`src/rtl/pal_and_plane.sv`:
```
// Configurable PAL AND plane: a serially loaded literal mask per product term,
// with registered term results and per-term conflict flags.

module pal_term #(
  parameter int N_INPUTS = 4
) (
  input  logic [2*N_INPUTS-1:0] i_lit,
  input  logic [2*N_INPUTS-1:0] i_mask,
  output logic                  o_term,
  output logic                  o_conflict
);
  logic [N_INPUTS-1:0] w_both;

  genvar gi;
  generate
    for (gi = 0; gi < N_INPUTS; gi++) begin : g_pair
      assign w_both[gi] = i_mask[2*gi] & i_mask[2*gi+1];
    end
  endgenerate

  // Unselected literals are forced to 1; an empty mask must still give 0.
  assign o_term     = (|i_mask) & (&(i_lit | ~i_mask));
  assign o_conflict = |w_both;
endmodule

module pal_and_plane #(
  parameter  int N_INPUTS = 4,
  parameter  int N_TERMS  = 4,
  localparam int LW       = 2 * N_INPUTS,
  localparam int CFG_LEN  = N_TERMS * LW,
  localparam int CW       = $clog2(CFG_LEN + 1)
) (
  input  logic                clk,
  input  logic                rst_n,
  input  logic                cfg_en,
  input  logic                cfg_bit,
  input  logic                cfg_restart,
  input  logic [N_INPUTS-1:0] data_in,
  output logic                cfg_valid,
  output logic [N_TERMS-1:0]  term_out,
  output logic [N_TERMS-1:0]  term_conflict
);
  logic [CFG_LEN-1:0] r_cfg;
  logic [CW-1:0]      r_cnt;
  logic               r_valid;
  logic [N_TERMS-1:0] r_term;
  logic [N_TERMS-1:0] r_conf;

  logic [LW-1:0]      w_lit;
  logic [N_TERMS-1:0] w_term;
  logic [N_TERMS-1:0] w_conf;

  genvar gi, gt;
  generate
    for (gi = 0; gi < N_INPUTS; gi++) begin : g_lit
      assign w_lit[2*gi]   = data_in[gi];
      assign w_lit[2*gi+1] = ~data_in[gi];
    end
    for (gt = 0; gt < N_TERMS; gt++) begin : g_term
      pal_term #(.N_INPUTS(N_INPUTS)) u_term (
        .i_lit      (w_lit),
        .i_mask     (r_cfg[gt*LW +: LW]),
        .o_term     (w_term[gt]),
        .o_conflict (w_conf[gt])
      );
    end
  endgenerate

  // Restart wins over a concurrent shift; a loaded config is frozen until restart.
  always_ff @(posedge clk or negedge rst_n) begin
    if (!rst_n) begin
      r_cfg   <= '0;
      r_cnt   <= '0;
      r_valid <= 1'b0;
    end else if (cfg_restart) begin
      r_cnt   <= '0;
      r_valid <= 1'b0;
    end else if (cfg_en && !r_valid) begin
      r_cfg <= {cfg_bit, r_cfg[CFG_LEN-1:1]};
      r_cnt <= r_cnt + CW'(1);
      if (r_cnt == CW'(CFG_LEN - 1)) r_valid <= 1'b1;
    end
  end

  always_ff @(posedge clk or negedge rst_n) begin
    if (!rst_n) begin
      r_term <= '0;
      r_conf <= '0;
    end else begin
      r_term <= r_valid ? w_term : '0;
      r_conf <= r_valid ? w_conf : '0;
    end
  end

  assign cfg_valid     = r_valid;
  assign term_out      = r_term;
  assign term_conflict = r_conf;
endmodule

```
`config.mk`:
```
export PLATFORM = sky130hd
export DESIGN_NAME = pal_and_plane
export DESIGN_NICKNAME = d
export VERILOG_FILES = /design/src/rtl/pal_and_plane.sv
export SDC_FILE = /design/constraint.sdc
export NUM_CORES = 1
export LEC_CHECK = 0
export BUFFER_PORTS_ARGS = -buffer_cell sky130_fd_sc_hd__buf_2
export CORE_MARGIN = 4
export CORE_UTILIZATION = 45
export DETAILED_ROUTE_END_ITERATION = 16
export GPL_ROUTABILITY_DRIVEN = 1
export PLACE_DENSITY = 0.66
export SLEW_MARGIN = 20
export SYNTH_ARGS = -nofsm -noshare
export SYNTH_HDL_FRONTEND = slang
export SYNTH_SLANG_ARGS = --single-unit
```
`constraint.sdc`:
```
create_clock -name clk -period 2 [get_ports clk]
set_input_delay 0.3 -clock clk [delete_from_list [all_inputs] [get_ports clk]]
set_output_delay 0.3 -clock clk [all_outputs]
set_load 0.03 [all_outputs]
```
# Word-level counts from Yosys, hierarchy flattened

Cells that the tools add are included.

Add/sub/neg operators: 1
Multipliers: 0
Div/mod/pow operators: 0
Magnitude comparators: 0
Equal/unequal tests: 1
Shift-type cells: 0
Muxes and demuxes: 7
Bitwise logic cells: 33
Reductions and logical operators: 18

Operator list:

| operator              | number |
|---|---|
| $not A8 Y8            | 4 |
| $or A8 B8 Y8          | 4 |
| $reduce_and A8 Y1     | 4 |
| $reduce_or A8 Y1      | 4 |
| $and A1 B1 Y1         | 20 |
| $reduce_or A4 Y1      | 4 |
| $mux W6               | 2 |
| $mux W4               | 2 |
| $add A6 B1 Y6 const B | 1 |
| $eq A6 B5 Y1 const B  | 1 |
| $not A1 Y1            | 5 |
| $reduce_and A2 Y1     | 2 |
| $reduce_bool A2 Y1    | 2 |
| $mux W1               | 3 |
| $logic_and A1 B1 Y1   | 1 |
| $logic_not A1 Y1      | 1 |

Register bits: 47
Latch bits: 0
Bits in writable memories: 0
ROM bits: 0
Input bits: 9
Output and inout port bits: 9
Logic and storage cells: 65
Memories kept: 0

# Longest topological paths before layout

Gate-level depths: netlist of the first run.

Word-level depth: 5
Mapped depth: 5
Depth with buffers taken out: 4

# Cells and area by module

From an unflattened synthesis of the first run, not the netlist that was laid out.

Cells, all modules: 188
Area total of the unflattened synthesis: 2227.1 µm²

By module, submodules not included:

| module        | instances | cells an instance | area each (µm²) | seq. area each (µm²) |
|---|---|---|---|---|
| pal_and_plane | 1         | 124               | 1821.7          | 1176.1 |
| pal_term      | 4         | 16                | 101.3           | 0.0 |

# Least setup slack after synthesis of the first run

Ideal clock, no wire load.

Kind: register -> register
Start: register r_valid (netlist: cfg_valid)
End: register r_cfg[10]
Setup time: 0.125 ns
Data arrival time: 1.436 ns
Data required time: 1.875 ns
Path slack: 0.439 ns
Cell stages (with the launch flop): 6
Path buffers: 2
Period minus slack after synthesis: 1.561 ns
Cell sequence: dfrtp_1 -> nand2b_1 -> buf_6 -> nor2_4 -> buf_4 -> mux2_2

Longest elaborated chain between the ends: 3

RTL lines:

| element                     | RTL line | text |
|---|---|---|
| from (decl)                 | 45       | `logic r_valid;` |
| from (signal assigned)      | 74       | `r_valid <= 1'b0;` |
| from (signal assigned)      | 77       | `r_valid <= 1'b0;` |
| from (signal assigned)      | 81       | `if (r_cnt == CW'(CFG_LEN - 1)) r_valid <= 1'b1;` |
| $logic_not A1 Y1            | 78       | `end else if (cfg_en && !r_valid) begin` |
| $logic_and A1 B1 Y1         | 78       |  |
| $reduce_and A2 Y1 (no line) | n/a      |  |
| to (signal assigned)        | 79       | `r_cfg <= {cfg_bit, r_cfg[CFG_LEN-1:1]};` |
| to (decl)                   | 43       | `logic [CFG_LEN-1:0] r_cfg;` |

Every way passes these cells.
A chain may end at the register's enable or synchronous reset.

# Worst setup path after layout of the first run

Start: register r_valid (netlist: cfg_valid)
End: register r_cfg[28]

The elaborated chain is that of the path after synthesis.

==> reports/results.ini, run 1 <==
[run_status]
status=complete, no violations

[layout]
multi_input_area_um2=890.9
syn2layout_area_growth_pct=12.60
regArea_um2=1176
nNetsFinal=188
final_core_util_pct=53.47
final_cell_count_no_fill=231
final_layout_size_suffix_gt1_share_pct=35.20
insertedDiodeCount=0
fillCellCount=372

[floorplan]
dieWidth_um=76.71
core.rowCount=24
io_pins=18
die_h_um=76.71
start_util_pct=47.48
core_area_um2=4474
dieArea_um2=5884

[timing]
fin_crit_ps=1529
slew_headroom_pct=62.72
rsz0062_at_grt=false
period_share_pct=76.43
setup_viol=0
clock_skew_ps=8.864
hold_slack_ps=220.4
tns_ps=0
clock.fmax_ghz=0.6542
worst_slew_pin_slew_ps=559.3
maxSlewViolCount=0
hold_viol=0

[pwr]
leakage_nw=1.126
p_total_mw=2.335
powerDensity_nw_per_um2=976.2
irDropWorstVdd_mv=0.3769

[detailed_routing]
route.antenna.remaining_nets=0
routed_wl_mm=3.787
viasPerCell=5.675
vias=1311
drcViolationCount=0
dr.pass1.iters=4
first_iter_violations=50
wl_per_cell_um=16.39

[critical_path]
worstPathMaxFanout=32
crit_path_max_incr_delay_ps=400
r2r_cells=4
slowest_stage=dfrtp_1
cp-end-kind=flip-flop
rr_startpoint=cfg_valid
r2r_end=r_cfg[28]
required_ps=2180
path_cells=nand2b_1 -> nor2_4 -> buf_12 -> mux2_2
critical_path.startpoint_type=flip-flop
rrSetupSlack_ps=470
cp.arrival_ps=1710
crit_type=flip-flop to flip-flop

[yosys]
yosys-top-cells-area=dfrtp_1, mux2_2, mux2i_1
ys_ff_latch=47
ys_seq_area_share_pct=55.36
synth_top_area_cell=dfrtp_1
syn_avg_cell_area_um2=13.36
synthFlopType=dfrtp_1
synth_edf_count=0
syn_area_um2=2125
synth_top_cell_area_share_pct=55.36
syn_nets=169
synth_cell_type_count=31
async_flop_share_pct=100.0
synthTopCellsByCount=dfrtp_1, mux2_2, mux2i_1, a22oi_1, nor4_1
yosysMostFrequentCell=dfrtp_1
syn-instance-count=159
ys_warn_count=0

[clocking]
path_clk_slew_ps=80
clk_latency_ps=300
numClockSinks=47
numCtsBuffers=5
h-tree-depth=2
root_buffer=clkbuf_8
clockBufferDepth=2
cts_tree=done
cts_setup_buffers=0

[placement]
dp_hpwl_mm=2.673
dp.cells=222
gp_congestion=0.7475
port_buffers=17

[global_route]
grt_usage_pct=13.74
antenna_found_initial=0
grt_max_degree=33
grt_pass1_wl_mm=6.389
grt_pass1_vias=1312
grt.overflow.total=0

[min_path]
hold_end=r_cfg[31]
hold_path.class=primary input to flip-flop
hp-start=cfg_bit
min_path_cells=2

[run]
maxCapViolations=0

[layout make-up]
class,count,area share [%]
Tap cell,52,2.720
Sequential cell,47,49.16
Clock inverter,2,1.464
Multi-Input combinational cell,102,37.24
Clock buffer,6,3.452
Inverter,2,0.3138
Timing Repair Buffer,20,5.649
[placed cells by master (no fill, tap or decap), types with 2 or more instances in the layout]
| cell type | n |
|---|---|
| mux2_2 | 35 |
| mux2i_1 | 13 |
| dfrtp_1 | 47 |
| nor2_1 | 4 |
| nand2_1 | 3 |
| a21oi_1 | 6 |
| buf_12 | 2 |
| nor2b_1 | 2 |
| buf_2 | 17 |
| xnor2_1 | 2 |
| clkbuf_8 | 6 |
| and4_1 | 4 |
| nor4_1 | 8 |
| mux2_1 | 2 |
| a22oi_1 | 8 |
| a211oi_1 | 4 |
[where the power goes]
group / switching (mW) / internal, mW
clock network: 0.310 / 0.404
registers: 0.177 / 1.10
logic: 0.135 / 0.213
[cells by family (layout without fill, tap and decap cells)]
family,Yosys count,count (layout),share of synthesized area [%]
and+or+nand+nor,28,28,8.127
buffers and inverters,10,30,2.708
DFF,47,47,55.36
xor gates and xnor gates,2,2,0.8247
adders and majority gates,1,1,0.5888
AOI/OAI and AO/OA,21,21,6.655
muxes,50,50,25.74
[critical path, delay by kind of cell (launching register included)]
kind                   cells  cell delay (ps)
buffers and inverters      1              210
DFF                        1              400
muxes                      1              360
and+or+nand+nor            2              440
[routing by layer]
layer / part of all wire [%] / vias up / track usage (%) / wire, um
li1: - / 633 / - / -
met1: 46 / 643 / 17.55 / 1725
met2: 49 / 26 / 21.52 / 1845
met3: 3.7 / 9 / 3.513 / 141
met4: 2.0 / 0 / 7.065 / 75
met5: 0 / - / 0 / 0
[state kept, by name (all words and copies together), names as in the netlist]
register       flops
r_cfg             32
term_conflict      4
term_out           4
r_cnt              6
cfg_valid          1
[what timing repair did]
action                    in CTS  in global routing
resized for setup              0                  0
hold endpoints to repair      22                  0
hold buffers                   1                  0
[worst max path at each step]
stage          slack [ps]      start        end  cells after the start
2_1_floorplan         440  cfg_valid  r_cfg[10]                      5
6_report              470  cfg_valid  r_cfg[28]                      4
3_3_place_gp          520  cfg_valid  r_cfg[27]                      4
3_5_place_dp          480  cfg_valid  r_cfg[28]                      4
5_1_grt               380  cfg_valid   r_cfg[9]                      4
4_1_cts               450  cfg_valid   r_cfg[9]                      4
[through the flow]
stage,setup WS [ps],area [um^2]
2_1_floorplan,439.0,2125
3_3_place_gp,522.2,2265
3_5_place_dp,480.4,2265
4_1_cts,453.0,2392
5_1_grt,376.1,2392
6_report,471.5,2392
No activity file was read; power rests on OpenSTA's default activity.
==> inputs of run 2 (changes only) <==
Settings changed: ABC_AREA set to 1, PLACE_DENSITY 0.66 to 0.68.
Clock period 2 ns to 1.3 ns, I/O delays scaled along.
==> run 2 against run 1 <==
Cell count rose by 65%. Non-clock buffer count rose by 4. Synthesized cell count rose by 82%. Sequential share of layout area fell by 3.7 points. Worst hold slack got worse by 120 ps. Largest cell class unchanged. Largest power group unchanged. Highest routed layer unchanged.
==> reports/results.ini, run 2 <==
[run_status]
status=complete, no violations

[layout]
syn2layout_area_growth_pct=13.01
nNetsFinal=323  ; +72%
insertedDiodeCount=0  ; unchanged
largest_register_ffs=32  ; unchanged
final_cell_count_no_fill=381  ; +65%
largestRegisters=r_cfg: 32 flops, r_cnt: 6 flops
layout_common_cells=nand2_1, dfrtp_1, nor2_1, o21ai_0, inv_1
largest_register=r_cfg
final_common_cell=nand2_1
final_layout_size_suffix_gt1_share_pct=13.69  ; -22 points

[yosys]
ys_ff_latch=47  ; unchanged
ys_warn_count=0  ; unchanged
synth_top_area_cell=dfrtp_1
syn_avg_cell_area_um2=7.896  ; -41%
synthTopCellsByCount=nand2_1, dfrtp_1, nor2_1, o21ai_0, inv_1
ys_seq_area_share_pct=51.37  ; -4.0 points
syn-instance-count=290  ; +82%
synth_edf_count=0  ; unchanged
synthFlopType=dfrtp_1
async_flop_share_pct=100.0  ; unchanged
yosysMostFrequentCell=nand2_1
yosys-top-cells-area=dfrtp_1, nand2_1, o21ai_0
synth_top_cell_area_share_pct=51.37  ; -4.0 points
synth_cell_type_count=24  ; -23%
syn_nets=300  ; +78%
syn_area_um2=2290  ; +7.8%

[clocking]
h-tree-depth=2  ; unchanged
clockBufferDepth=2  ; unchanged
numClockSinks=47  ; unchanged
cts_tree=done
numCtsBuffers=5  ; unchanged
path_clk_slew_ps=80  ; about the same
root_buffer=clkbuf_8
clk_latency_ps=300  ; about the same

[floorplan]
dieWidth_um=79.33  ; +3.4%
io_pins=18  ; unchanged
core.rowCount=25  ; +4.2%
dieArea_um2=6293  ; +6.9%
core_area_um2=4817  ; +7.7%
die_h_um=79.33  ; +3.4%
start_util_pct=47.53  ; +0.049 points

[critical_path]
slowest_stage=dfrtp_1
cp-end-kind=flip-flop
rrSetupSlack_ps=120  ; -350 ps
crit_type=flip-flop to flip-flop
crit_start=r_cnt[0]
r2r_cells=6  ; +2
path_cells=ha_1 -> nand2_1 -> nor2_1 -> nand3_1 -> nand2_1 -> nor2_1
critical_path.startpoint_type=flip-flop
cp.arrival_ps=1380  ; -330 ps
rr_startpoint=r_cnt[0]
required_ps=1500  ; -680 ps
worstPathMaxFanout=5  ; -84%
crit_path_max_incr_delay_ps=430  ; +30 ps
r2r_end=r_cnt[4]

[detailed_routing]
vias=1852  ; +41%
routed_wl_mm=4.553  ; +20%
wl_per_cell_um=11.95  ; -27%
dr.pass1.iters=4  ; unchanged
drcViolationCount=0  ; unchanged
viasPerCell=4.861  ; -14%
route.antenna.remaining_nets=0  ; unchanged
first_iter_violations=158  ; +220%

[pwr]
irDropWorstVdd_mv=1.107  ; +190%
leakage_nw=1.256  ; +12%
powerDensity_nw_per_um2=1374  ; +41%

[timing]
setup_viol=0  ; unchanged
clock_skew_ps=5.234  ; -3.630 ps
maxSlewViolCount=0  ; unchanged
slew_headroom_pct=74.44  ; +12 points
worst_slew_pin_slew_ps=383.4  ; -175.9 ps
clock.fmax_ghz=0.8466  ; +29%
fin_crit_ps=1181  ; -347.4 ps
hold_viol=0  ; unchanged
rsz0062_at_grt=false
tns_ps=0  ; unchanged
period_share_pct=90.86  ; +14 points

[global_route]
grt_pass1_vias=1806  ; +38%
grt_max_degree=41  ; +24%
grt_pass1_wl_mm=8.204  ; +28%
grt_usage_pct=16.65  ; +2.9 points
grt.overflow.total=0  ; unchanged
antenna_found_initial=0  ; unchanged

[min_path]
hp-start=cfg_bit
hold_path.class=primary input to flip-flop
hold_end=r_cfg[31]
min_path_cells=3  ; +1

[run]
maxCapViolations=0  ; unchanged

[placement]
dp_hpwl_mm=3.314  ; +24%
port_buffers=17  ; unchanged
gp_congestion=0.8196  ; +9.6%
dp.cells=372  ; +68%

-- run 2: cell count changes after synthesis, sizes merged, moves of 5 or more --
| cell | previous run | this run |
|---|---|---|
| nor2 | 5 | 44 |
| nor4 | 8 | 0 |
| mux2 | 37 | 0 |
| nand3 | 1 | 13 |
| nand2 | 3 | 75 |
| mux2i | 13 | 0 |
| a22oi | 8 | 0 |
| inv | 1 | 39 |
| nand4 | 0 | 5 |
| o21ai | 1 | 50 |
-- run 2: worst max-delay path by stage --
| stage | end | cells past startpoint |
|---|---|---|
| floorplan | r_cfg[1] | 8 |
| finish | r_cnt[4] | 6 |
| detailed placement | r_cnt[4] | 6 |
| global placement | r_cfg[18] | 5 |
| CTS | r_cfg[19] | 6 |
| global route | r_cfg[13] | 6 |
-- run 2: report_power, final --
group / total, mW / switching (mW) / internal (mW) / leakage (nW)
combinational: 0.606 / 0.370 / 0.235 / 0.582
sequential: 1.84 / 0.185 / 1.65 / 0.613
clock: 1.11 / 0.490 / 0.622 / 0.0612
total: 3.56 / 1.05 / 2.51 / 1.26
-- run 2: cell families (layout without fill, tap and decap cells) --
family / after synthesis / in the layout / synth area share [%]
compound gates: 56 / 56 / 13.44
xor+xnor: 1 / 1 / 0.3826
fa+ha+maj: 1 / 1 / 0.5464
buf+inv: 47 / 71 / 9.562
flops: 47 / 47 / 51.37
simple gates: 138 / 138 / 24.70
-- run 2: cell type report --
type	instances	area [um^2]
clock inverter	2	35.03
sequential	47	1177
multi-input combinational	196	894.6
clock buffer	6	82.58
fill	477	2230
inverter	39	148.9
tap	67	83.83
timing repair buffer	24	165.2
-- run 2: through the flow --
| stage | hold slack, ps | setup WS (ps) | utilization [%] | area, um^2 | total power [mW] |
|---|---|---|---|---|---|
| after detailed placement | 149.0 | 121.4 | 51.06 | 2460 | 2.477 |
| final | 100.4 | 118.9 | 53.71 | 2587 | 3.556 |
| after global placement | 142.5 | 164.9 | 51.06 | 2460 | 2.466 |
| after floorplan | -100.6 | -12.77 | - | 2291 | 2.282 |
| after global routing | 106.4 | 2.560 | 53.71 | 2587 | 3.824 |
| after CTS | 94.33 | 107.1 | 53.71 | 2587 | 3.596 |
-- run 2: layer usage --
layer	track usage [%]	vias to the layer above	wire (um)
met3	3.401	10	157
met4	6.357	0	80
li1	-	952	-
met2	26.26	29	2167
met1	22.54	861	2148
met5	0	-	0
-- run 2: repair_timing --
item                                   CTS  global route
gates resized for setup                  0             0
buffers inserted                         0             0
endpoints found under the hold margin   12             0
hold buffers                             1             0
-- run 2: critical path: cells and delay by family (launching register included) --
kind	cells	cell delay (ps)
adders and majority gates	1	210
DFF	1	430
and+or+nand+nor	5	440
